<file path="src/rtl/wb_arbiter_if.sv">
//------------------------------------------------------------------------------
// Module      : wb_arbiter_if
// Description : Writeback arbiter bus: two lane results, long-latency
//               handshake, and the two register-file write ports.
// Revision    : 1.0 - initial release
//------------------------------------------------------------------------------
`default_nettype none

interface wb_arbiter_if #(
    parameter int DEPTH = 4
);
    localparam int c_CNT_W = $clog2(DEPTH) + 1;

    logic               eu0_wb_en;
    logic [4:0]         eu0_wb_rd;
    logic [31:0]        eu0_wb_data;
    logic               eu1_wb_en;
    logic [4:0]         eu1_wb_rd;
    logic [31:0]        eu1_wb_data;
    logic               lu_valid;
    logic               lu_ready;
    logic [4:0]         lu_rd;
    logic [31:0]        lu_data;
    logic               write_en_0;
    logic [4:0]         write_addr_0;
    logic [31:0]        write_data_0;
    logic               write_en_1;
    logic [4:0]         write_addr_1;
    logic [31:0]        write_data_1;
    logic [c_CNT_W-1:0] fifo_count;

    modport master (
        output eu0_wb_en, eu0_wb_rd, eu0_wb_data,
        output eu1_wb_en, eu1_wb_rd, eu1_wb_data,
        output lu_valid, lu_rd, lu_data,
        input  lu_ready,
        input  write_en_0, write_addr_0, write_data_0,
        input  write_en_1, write_addr_1, write_data_1,
        input  fifo_count
    );

    modport slave (
        input  eu0_wb_en, eu0_wb_rd, eu0_wb_data,
        input  eu1_wb_en, eu1_wb_rd, eu1_wb_data,
        input  lu_valid, lu_rd, lu_data,
        output lu_ready,
        output write_en_0, write_addr_0, write_data_0,
        output write_en_1, write_addr_1, write_data_1,
        output fifo_count
    );
endinterface

`default_nettype wire

</file>
<file path="src/rtl/wb_arbiter.sv">
//------------------------------------------------------------------------------
// Module      : wb_arbiter
// Description : Register-file writeback arbiter for two non-stalling lanes plus
//               a FIFO-buffered long-latency source draining into idle ports.
// Revision    : 1.0 - initial release
//------------------------------------------------------------------------------
`default_nettype none

module wb_arbiter #(
    parameter int DEPTH = 4
) (
    input  wire logic    clk,
    input  wire logic    rst,
    wb_arbiter_if.slave  bus
);
    localparam int c_PTR_W = $clog2(DEPTH);
    localparam int c_CNT_W = c_PTR_W + 1;
    localparam int c_ENT_W = 37;
    localparam logic [c_CNT_W-1:0] c_FULL = c_CNT_W'(DEPTH);

    logic [c_ENT_W-1:0] r_mem [DEPTH];
    logic [c_PTR_W-1:0] r_head;
    logic [c_PTR_W-1:0] r_tail;
    logic [c_CNT_W-1:0] r_count;

    logic               r_wr_en_0;
    logic [4:0]         r_wr_addr_0;
    logic [31:0]        r_wr_data_0;
    logic               r_wr_en_1;
    logic [4:0]         r_wr_addr_1;
    logic [31:0]        r_wr_data_1;

    logic               w_e0;
    logic               w_e1;
    logic               w_ready;
    logic               w_push;
    logic               w_pop0;
    logic               w_pop1;
    logic [c_PTR_W-1:0] w_idx1;
    logic [c_ENT_W-1:0] w_ent0;
    logic [c_ENT_W-1:0] w_ent1;
    logic               w_wr0;
    logic               w_wr1;
    logic [4:0]         w_addr0;
    logic [4:0]         w_addr1;
    logic [31:0]        w_data0;
    logic [31:0]        w_data1;

    // Lane 1 is younger, so it wins a same-register conflict.
    assign w_e1 = bus.eu1_wb_en && (bus.eu1_wb_rd != 5'd0);
    assign w_e0 = bus.eu0_wb_en && (bus.eu0_wb_rd != 5'd0) &&
                  !(w_e1 && (bus.eu0_wb_rd == bus.eu1_wb_rd));

    // Registered occupancy only: a same-cycle pop never frees a slot for a push.
    assign w_ready = !rst && (r_count < c_FULL);
    assign w_push  = bus.lu_valid && w_ready;

    assign w_pop0 = !w_e0 && (r_count != '0);
    assign w_pop1 = !w_e1 && (w_pop0 ? (r_count >= c_CNT_W'(2)) : (r_count != '0));
    assign w_idx1 = w_pop0 ? (r_head + c_PTR_W'(1)) : r_head;
    assign w_ent0 = r_mem[r_head];
    assign w_ent1 = r_mem[w_idx1];

    assign w_wr0   = w_e0 || (w_pop0 && (w_ent0[36:32] != 5'd0));
    assign w_addr0 = w_e0 ? bus.eu0_wb_rd   : w_ent0[36:32];
    assign w_data0 = w_e0 ? bus.eu0_wb_data : w_ent0[31:0];
    assign w_wr1   = w_e1 || (w_pop1 && (w_ent1[36:32] != 5'd0));
    assign w_addr1 = w_e1 ? bus.eu1_wb_rd   : w_ent1[36:32];
    assign w_data1 = w_e1 ? bus.eu1_wb_data : w_ent1[31:0];

    // Storage carries no reset; validity is tracked by the pointers and count.
    always_ff @(posedge clk) begin
        if (w_push) begin
            r_mem[r_tail] <= {bus.lu_rd, bus.lu_data};
        end
    end

    always_ff @(posedge clk or posedge rst) begin
        if (rst) begin
            r_head  <= '0;
            r_tail  <= '0;
            r_count <= '0;
        end else begin
            r_tail  <= r_tail + c_PTR_W'(w_push);
            r_head  <= r_head + c_PTR_W'(w_pop0) + c_PTR_W'(w_pop1);
            r_count <= r_count + c_CNT_W'(w_push) - c_CNT_W'(w_pop0) - c_CNT_W'(w_pop1);
        end
    end

    // Address/data hold their last value on cycles where the port is idle.
    always_ff @(posedge clk or posedge rst) begin
        if (rst) begin
            r_wr_en_0   <= 1'b0;
            r_wr_addr_0 <= '0;
            r_wr_data_0 <= '0;
            r_wr_en_1   <= 1'b0;
            r_wr_addr_1 <= '0;
            r_wr_data_1 <= '0;
        end else begin
            r_wr_en_0 <= w_wr0;
            r_wr_en_1 <= w_wr1;
            if (w_wr0) begin
                r_wr_addr_0 <= w_addr0;
                r_wr_data_0 <= w_data0;
            end
            if (w_wr1) begin
                r_wr_addr_1 <= w_addr1;
                r_wr_data_1 <= w_data1;
            end
        end
    end

    assign bus.lu_ready     = w_ready;
    assign bus.write_en_0   = r_wr_en_0;
    assign bus.write_addr_0 = r_wr_addr_0;
    assign bus.write_data_0 = r_wr_data_0;
    assign bus.write_en_1   = r_wr_en_1;
    assign bus.write_addr_1 = r_wr_addr_1;
    assign bus.write_data_1 = r_wr_data_1;
    assign bus.fifo_count   = r_count;

endmodule

`default_nettype wire

</file>
<file path="src/flat_wrapper.sv">
// flat-port wrapper written by rule: the top's interface ports become plain ports
module wb_arbiter_flat 
#(
    parameter int DEPTH = 4
)
  (clk, rst, bus_eu0_wb_en, bus_eu0_wb_rd, bus_eu0_wb_data, bus_eu1_wb_en, bus_eu1_wb_rd, bus_eu1_wb_data, bus_lu_valid, bus_lu_rd, bus_lu_data, bus_lu_ready, bus_write_en_0, bus_write_addr_0, bus_write_data_0, bus_write_en_1, bus_write_addr_1, bus_write_data_1, bus_fifo_count);
  wb_arbiter_if #(.DEPTH(DEPTH)) bus_i ();
  input  wire logic clk;
  input  wire logic rst;
  input wire logic [$bits(bus_i.eu0_wb_en)-1:0] bus_eu0_wb_en;
  input wire logic [$bits(bus_i.eu0_wb_rd)-1:0] bus_eu0_wb_rd;
  input wire logic [$bits(bus_i.eu0_wb_data)-1:0] bus_eu0_wb_data;
  input wire logic [$bits(bus_i.eu1_wb_en)-1:0] bus_eu1_wb_en;
  input wire logic [$bits(bus_i.eu1_wb_rd)-1:0] bus_eu1_wb_rd;
  input wire logic [$bits(bus_i.eu1_wb_data)-1:0] bus_eu1_wb_data;
  input wire logic [$bits(bus_i.lu_valid)-1:0] bus_lu_valid;
  input wire logic [$bits(bus_i.lu_rd)-1:0] bus_lu_rd;
  input wire logic [$bits(bus_i.lu_data)-1:0] bus_lu_data;
  output wire logic [$bits(bus_i.lu_ready)-1:0] bus_lu_ready;
  output wire logic [$bits(bus_i.write_en_0)-1:0] bus_write_en_0;
  output wire logic [$bits(bus_i.write_addr_0)-1:0] bus_write_addr_0;
  output wire logic [$bits(bus_i.write_data_0)-1:0] bus_write_data_0;
  output wire logic [$bits(bus_i.write_en_1)-1:0] bus_write_en_1;
  output wire logic [$bits(bus_i.write_addr_1)-1:0] bus_write_addr_1;
  output wire logic [$bits(bus_i.write_data_1)-1:0] bus_write_data_1;
  output wire logic [$bits(bus_i.fifo_count)-1:0] bus_fifo_count;
  assign bus_i.eu0_wb_en = bus_eu0_wb_en;
  assign bus_i.eu0_wb_rd = bus_eu0_wb_rd;
  assign bus_i.eu0_wb_data = bus_eu0_wb_data;
  assign bus_i.eu1_wb_en = bus_eu1_wb_en;
  assign bus_i.eu1_wb_rd = bus_eu1_wb_rd;
  assign bus_i.eu1_wb_data = bus_eu1_wb_data;
  assign bus_i.lu_valid = bus_lu_valid;
  assign bus_i.lu_rd = bus_lu_rd;
  assign bus_i.lu_data = bus_lu_data;
  assign bus_lu_ready = bus_i.lu_ready;
  assign bus_write_en_0 = bus_i.write_en_0;
  assign bus_write_addr_0 = bus_i.write_addr_0;
  assign bus_write_data_0 = bus_i.write_data_0;
  assign bus_write_en_1 = bus_i.write_en_1;
  assign bus_write_addr_1 = bus_i.write_addr_1;
  assign bus_write_data_1 = bus_i.write_data_1;
  assign bus_fifo_count = bus_i.fifo_count;
  wb_arbiter #(.DEPTH(DEPTH)) u_core (.clk(clk), .rst(rst), .bus(bus_i));
endmodule
</file>
<file path="config.mk">
export PLATFORM = sky130hd
export DESIGN_NAME = wb_arbiter_flat
export DESIGN_NICKNAME = d
export VERILOG_FILES = /design/src/rtl/wb_arbiter_if.sv /design/src/rtl/wb_arbiter.sv /design/src/flat_wrapper.sv
export SDC_FILE = /design/constraint.sdc
export NUM_CORES = 1
export LEC_CHECK = 0
export CORE_ASPECT_RATIO = 2
export CORE_MARGIN = 1
export CORE_UTILIZATION = 55
export CTS_BUF_LIST = sky130_fd_sc_hd__clkbuf_8
export DETAILED_ROUTE_END_ITERATION = 16
export PLACE_DENSITY = 0.82
export SKIP_LAST_GASP = 1
export SLEW_MARGIN = 40
export SYNTH_ARGS = -nofsm -noshare
export SYNTH_HDL_FRONTEND = slang
export SYNTH_SLANG_ARGS = --single-unit
</file>
<file path="constraint.sdc">
create_clock -name clk -period 5.4 [get_ports clk]
set_input_delay 0.54 -clock clk [delete_from_list [all_inputs] [get_ports clk]]
set_output_delay 0.54 -clock clk [all_outputs]
set_load 0.03 [all_outputs]
</file>
**Word-level counts from Yosys, hierarchy flattened**

Memories as Yosys holds them, arrays and structs flattened.
Cells that the tools add are included.

- Memories kept: 1
- Memory bits (read-only): 0
- Latch bits: 0
- Bits of input ports: 116
- Memory bits (writable): 148
- Register bits after elaboration: 83

Memory list:

| memory | words | bits a word | read ports | clocked after memory_dff | wr ports | RTL line | text |
|---|---|---|---|---|---|---|---|
| u_core.r_mem | 4 | 37 | 2 | 0 | 1 | wb_arbiter.sv:21 | `logic [c_ENT_W-1:0] r_mem [DEPTH];` |

- Multiplexer cells: 8
- $lt $le $gt $ge: 2
- Equality and inequality tests: 1
- Shift operators: 0
- Multipliers: 0
- $add $sub $neg: 7
- Bitwise logic cells: 0
- Reductions and logical operators: 21
- Div/mod/pow operators: 0

Operator list:

| kind | number |
|---|---|
| 2-to-1 mux 32 bit | 2 |
| nonzero test 5 bit | 4 |
| logical AND 1 bit | 10 |
| 2-to-1 mux 5 bit | 2 |
| adder 2 x 1 -> 2 bit | 3 |
| subtractor 3 x 1 -> 3 bit | 2 |
| equality test 5 bit | 1 |
| zero test 1 bit | 4 |
| adder 3 x 1 -> 3 bit | 1 |
| greater-or-equal comparator 3 x 2 -> 1 bit, second input constant | 1 |
| < comparator 3 bit, second input constant | 1 |
| 2-to-1 mux 1 bit | 3 |
| nonzero test 3 bit | 1 |
| adder 2 x 1 -> 2 bit, second input constant | 1 |
| logical OR 1 bit | 2 |
| 2-to-1 mux 2 bit | 1 |

**Logic depth before layout (Yosys ltp)**

An unclocked memory read counts as a cell.

- Depth after elaboration: 12
- Gate-level depth with buffers: 14
- Gate-level depth less buffers: 12

**Worst setup path before layout**

OpenSTA, ideal clock, no wires.

- Path kind: flip-flop to flip-flop
- Start: reg u_core.r_count[2] (netlist: u_core.bus.fifo_count[2])
- End: mem u_core.r_mem[0][0], enable pin
- Period minus slack after synthesis: 4.636 ns
- Data arrival time: 4.151 ns
- Setup slack: 0.764 ns
- Setup time: 0.485 ns
- Stages on the path, launching flop included: 4
- Required time: 4.915 ns
- Buffers on the path: 0
- Cells stage by stage: dfrtp_1 > nor2_1 > and2_0 > nor3b_1

- Cells in the longest elaborated chain, start to end: 5

Ends and longest elaborated chain:

| item | RTL line | text |
|---|---|---|
| start, declared | wb_arbiter.sv:24 | `logic [c_CNT_W-1:0] r_count;` |
| start signal, assigned | wb_arbiter.sv:86 | `r_count <= r_count + c_CNT_W'(w_push) - c_CNT_W'(w_pop0) - c_CNT_W'(w_pop1);` |
| < comparator 3 bit | wb_arbiter.sv:55 | `assign w_ready = !rst && (r_count < c_FULL);` |
| logical AND 1 bit | wb_arbiter.sv:55 |  |
| via bus_lu_ready | flat_wrapper.sv:19 | `output wire logic [$bits(bus_i.lu_ready)-1:0] bus_lu_ready;` |
| logical AND 1 bit | wb_arbiter.sv:56 | `assign w_push = bus.lu_valid && w_ready;` |
| 2-to-1 mux 1 bit | wb_arbiter.sv:73 | `if (w_push) begin` |
| 2-to-1 mux 1 bit (not written as such) | wb_arbiter.sv:74 | `r_mem[r_tail] <= {bus.lu_rd, bus.lu_data};` |
| end, declared | wb_arbiter.sv:21 |  |

The timed path passes the listed nets, and every way through them passes these cells.

**Worst setup path in the final report**

- Start: in bus_eu1_wb_rd[2]
- End: reg u_core.r_wr_data_1[7] (netlist: u_core.bus.write_data_1[7])

- Cells in the longest elaborated chain, start to end: 12
- Elaborated cells between the ends (all ways): 17
- Those cells by class: eq/ne (1); mux (3); reduce/logical (12); memory (1)

Ends and longest elaborated chain:

| item | RTL line | text |
|---|---|---|
| start, declared | flat_wrapper.sv:14 | `input wire logic [$bits(bus_i.eu1_wb_rd)-1:0] bus_eu1_wb_rd;` |
| nonzero test 5 bit | wb_arbiter.sv:50 | `assign w_e1 = bus.eu1_wb_en && (bus.eu1_wb_rd != 5'd0);` |
| logical AND 1 bit | wb_arbiter.sv:50 |  |
| logical AND 1 bit | wb_arbiter.sv:52 | `!(w_e1 && (bus.eu0_wb_rd == bus.eu1_wb_rd));` |
| zero test 1 bit | wb_arbiter.sv:52 |  |
| logical AND 1 bit | wb_arbiter.sv:51 | `assign w_e0 = bus.eu0_wb_en && (bus.eu0_wb_rd != 5'd0) &&` |
| zero test 1 bit | wb_arbiter.sv:58 | `assign w_pop0 = !w_e0 && (r_count != '0);` |
| logical AND 1 bit | wb_arbiter.sv:58 |  |
| 2-to-1 mux 2 bit | wb_arbiter.sv:60 | `assign w_idx1 = w_pop0 ? (r_head + c_PTR_W'(1)) : r_head;` |
| memory read (4 x 37 bit) | - |  |
| nonzero test 5 bit | wb_arbiter.sv:67 | `assign w_wr1 = w_e1 \|\| (w_pop1 && (w_ent1[36:32] != 5'd0));` |
| logical AND 1 bit | wb_arbiter.sv:67 |  |
| logical OR 1 bit | wb_arbiter.sv:67 |  |
| end signal, assigned | wb_arbiter.sv:108 | `r_wr_data_1 <= w_data1;` |
| end, declared | wb_arbiter.sv:31 | `logic [31:0] r_wr_data_1;` |

Parallel ways exist; a longest one is shown, timed or not.
A chain may end at the register's enable or synchronous reset.

==> impl_metrics.json <==
{
  "status": "complete, no violations",
  "clockBufferDepth": 3,
  "cts_resized": 0,
  "combPwrFrac": 0.468,
  "syn-num-nets": 1119,
  "switching_share": 0.400,
  "use_met3": 0.0333,
  "ir_drop_mv": 0.344,
  "critPathKind": "input pin to flop",
  "synth_edf_count": 148,
  "numCtsBuffers": 31,
  "routed_wl_microns": 31600,
  "ios": 196,
  "critPathTopFamily": "buffers and inverters",
  "grt_use_total": 0.290,
  "cts.sinks": 231,
  "syn_avg_cell_area_sq_um": 11.7,
  "grt_util_met2": 0.527,
  "post-cts-setup-buffer-count": 0,
  "io_buffer_count": 195,
  "synth_flop_cell": "edfxtp_1",
  "timing.final.crit_share": 0.673,
  "internal_power_mw": 4.82,
  "yosysWarnings": 0,
  "initial_core_util": 0.566,
  "drive_above_1_share": 0.164,
  "crit_chain": "clkdlybuf4s50_1 > or4_4 > o21ai_4 > buf_4 > o31ai_1 > buf_4 > a21oi_1 > a22o_1 > nand2_1 > a32oi_4 > buf_4 > mux2_4",
  "clock.fmax_mhz": 275,
  "clk_pin_slew_worst_paths_ns": 0.07,
  "place_congestion": 0.859,
  "num-nets-final": 1287,
  "clockRootBuffer": "clkbuf_8",
  "fin_skew_ns": 0.0309,
  "detail-route-antenna-nets": 0,
  "vias": 9099,
  "holdBufCountCts": 0,
  "cp_slowest_cell": "or4_4",
  "worst_setup_path_end_kind": "flop",
  "timing.max_cap.violations": 0,
  "required_ns": 5.89,
  "p_leak_nw": 5.55,
  "worstPathArrival_ns": 4.12,
  "vias_per_cell": 6.23,
  "die-height_microns": 208,
  "die_area_sq_mm": 0.0218,
  "grt_antenna_before_repair": 5,
  "dr.pass1.iters": 6,
  "core_area_sq_mm": 0.0206,
  "grt_pass1_vias": 9277,
  "cp_common_cell": "buf_4",
  "synth_top_cell_by_area": "edfxtp_1",
  "cpPeakStageDelay_ns": 0.57,
  "synthTopCellsByArea": "edfxtp_1, dfrtp_1, o21ai_0",
  "min_path_type": "input pin to asynchronous set/reset pin",
  "grt_pass1_wl_microns": 49100,
  "rsz0062_at_grt": "false",
  "synth-seq-area-share": 0.561,
  "globalRouteOverflowTotal": 0,
  "start_kind": "input pin",
  "clock_latency_ns": 0.60,
  "synth-async-reset-ratio": 0.359,
  "syn_inst": 997,
  "synth_top_area_share": 0.382,
  "fill_cells": 1467,
  "synthDistinctLibCells": 55,
  "htree_levels": 1,
  "syn-cell-area_sq_mm": 0.0116,
  "multi_input_area_sq_mm": 0.00480,
  "finalHoldViolations": 0,
  "path_max_fanout": 45,
  "dp_hpwl_microns": 19700,
  "p_switching_mw": 3.22,
  "cts_tree": "done",
  "powerDensity_mw_per_mm2": 549,
  "period_needed_ns": 3.63,
  "grt_busiest_layer": "met2",
  "finalPower_mw": 8.04,
  "use_met1": 0.330,
  "tns_ns": 0,
  "grt_max_degree": 111,
  "synth_seq_cells": 231,
  "routedWlPerCell_microns": 21.6,
  "syn_to_final_growth_pct": 25.8,
  "maxSlewHeadroom": 0.439,
  "worstMarginPinSlew_ns": 0.842,
  "slew_viol_final": 0,
  "p_seq_frac": 0.334,
  "die_x_microns": 105,
  "row_count": 74,
  "setup_viol": 0,
  "register_area_sq_mm": 0.00653,
  "drc": 0,
  "drtIter0Drc": 751,
  "worst-path-buf-inv": 4,
  "pwr-share-clk": 0.198
}
worst reg2reg max path, delay by kind of cell (launching register included):
kind,cells,cell delay (ns)
buf+inv,2,0.82
flops,1,0.89
mux,1,0.35
compound gates,6,1.19
path summary, 6_finish.rpt:
check | start | to | slack [ns] | depth (start not counted)
worst max-delay path | bus_eu1_wb_rd[2] | u_core.bus.write_data_1[7]$_DFFE_PP0P_ | 1.77 | 12
worst min-delay path | rst | u_core.bus.write_data_1[0]$_DFFE_PP0P_ | 0.35 | 2
worst max register to register | u_core.r_head[0]$_DFF_PP0_ | u_core.bus.write_data_1[7]$_DFFE_PP0P_ | 2.03 | 9
worst min register to register | u_core.bus.write_data_1[3]$_DFFE_PP0P_ | u_core.bus.write_data_1[3]$_DFFE_PP0P_ | 0.52 | 1
max in group asynchronous | rst | u_core.bus.write_data_0[23]$_DFFE_PP0P_ | 3.94 | 3
min in group clk | bus_eu0_wb_data[2] | u_core.bus.write_data_0[2]$_DFFE_PP0P_ | 0.49 | 3
state kept, by name (all words and copies together), names as in the netlist:
register and flops:
u_core.r_mem 148, u_core.bus.write_data_0 32, u_core.bus.write_data_1 32, u_core.bus.write_addr_0 5, u_core.bus.write_addr_1 5, u_core.bus.fifo_count 3, u_core.r_head 2, u_core.r_tail 2
u_core.bus.write_en_0 1, u_core.bus.write_en_1 1
cell usage in the layout (no fill, tap or decap), drive strengths merged, types with 6 or more instances in the layout:
cell type	n
mux2i	72
buf	23
a31o	32
o22ai	32
clkdlybuf4s50	195
mux2	68
nor2	17
clkbuf	36
edfxtp	148
and2	35
clkinv	7
xnor2	9
nand2	82
dfrtp	83
a21oi	13
o21ai	153
o221ai	32
bufinv	6
nor3	70
inv	18
logic make-up (layout without fill, tap and decap cells):
logic type / Yosys count / after routing / synth area share
AND/OR/NAND/NOR: 222 / 222 / 0.0910
other: 0 / 5 / 0
buffers and inverters: 93 / 286 / 0.0338
flip-flops: 231 / 231 / 0.561
XOR/XNOR: 10 / 10 / 0.00753
multiplexers: 140 / 140 / 0.137
adder cells (fa/ha/maj): 6 / 6 / 0.00710
AO/OA/AOI/OAI: 295 / 295 / 0.163
cell type report:
| cell class | instances | area share |
|---|---|---|
| clock inverter | 22 | 0.0183 |
| sequential | 231 | 0.446 |
| multi-input combinational | 673 | 0.328 |
| timing repair buffer | 218 | 0.147 |
| antenna | 5 | 0.000855 |
| tap | 266 | 0.0227 |
| clock buffer | 36 | 0.0339 |
| inverter | 10 | 0.00291 |
Yosys cell counts (4+ instances only):
cell / count
clkbuf_1: 58
buf_2: 14
o221ai_1: 32
a31o_2: 32
nand2_1: 82
inv_1: 9
o21a_1: 4
mux2i_1: 72
and2_1: 34
nand3_1: 4
nor2_1: 17
dfrtp_1: 83
a31oi_1: 4
xnor2_1: 9
mux2_4: 29
edfxtp_1: 148
a21oi_1: 13
a211oi_1: 4
buf_1: 7
nor3_1: 70
mux2_2: 39
o22ai_1: 32
o21ai_0: 149
ha_1: 5
power by group through the flow:
stage	logic [mW]	registers (mW)	clock network, mW
after floorplan	2.11	3.02	0
after global placement	3.61	2.69	0
after detailed placement	3.72	2.70	0
after CTS	3.74	2.67	1.61
after global routing	4.01	2.73	1.67
final	3.76	2.69	1.59
metal layers:
| layer | up-vias | wire length, microns |
|---|---|---|
| met5 | - | 0 |
| met4 | 0 | 1220 |
| met3 | 76 | 2020 |
| met2 | 464 | 16800 |
| met1 | 4419 | 11500 |
| li1 | 4140 | - |
stage by stage:
stage	area [sq um]	worst slack [ns]	hold WS [ns]	std cells	utilization
5_1_grt	14600	1.66	0.369	1461	0.712
4_1_cts	14600	1.81	0.346	1456	0.711
3_3_place_gp	13800	1.25	0.501	1396	0.672
6_report	14600	1.77	0.348	1461	0.712
2_1_floorplan	11600	0.764	0.493	997	-
3_5_place_dp	13900	1.19	0.503	1398	0.674
Power figures use the tool's default switching activity.
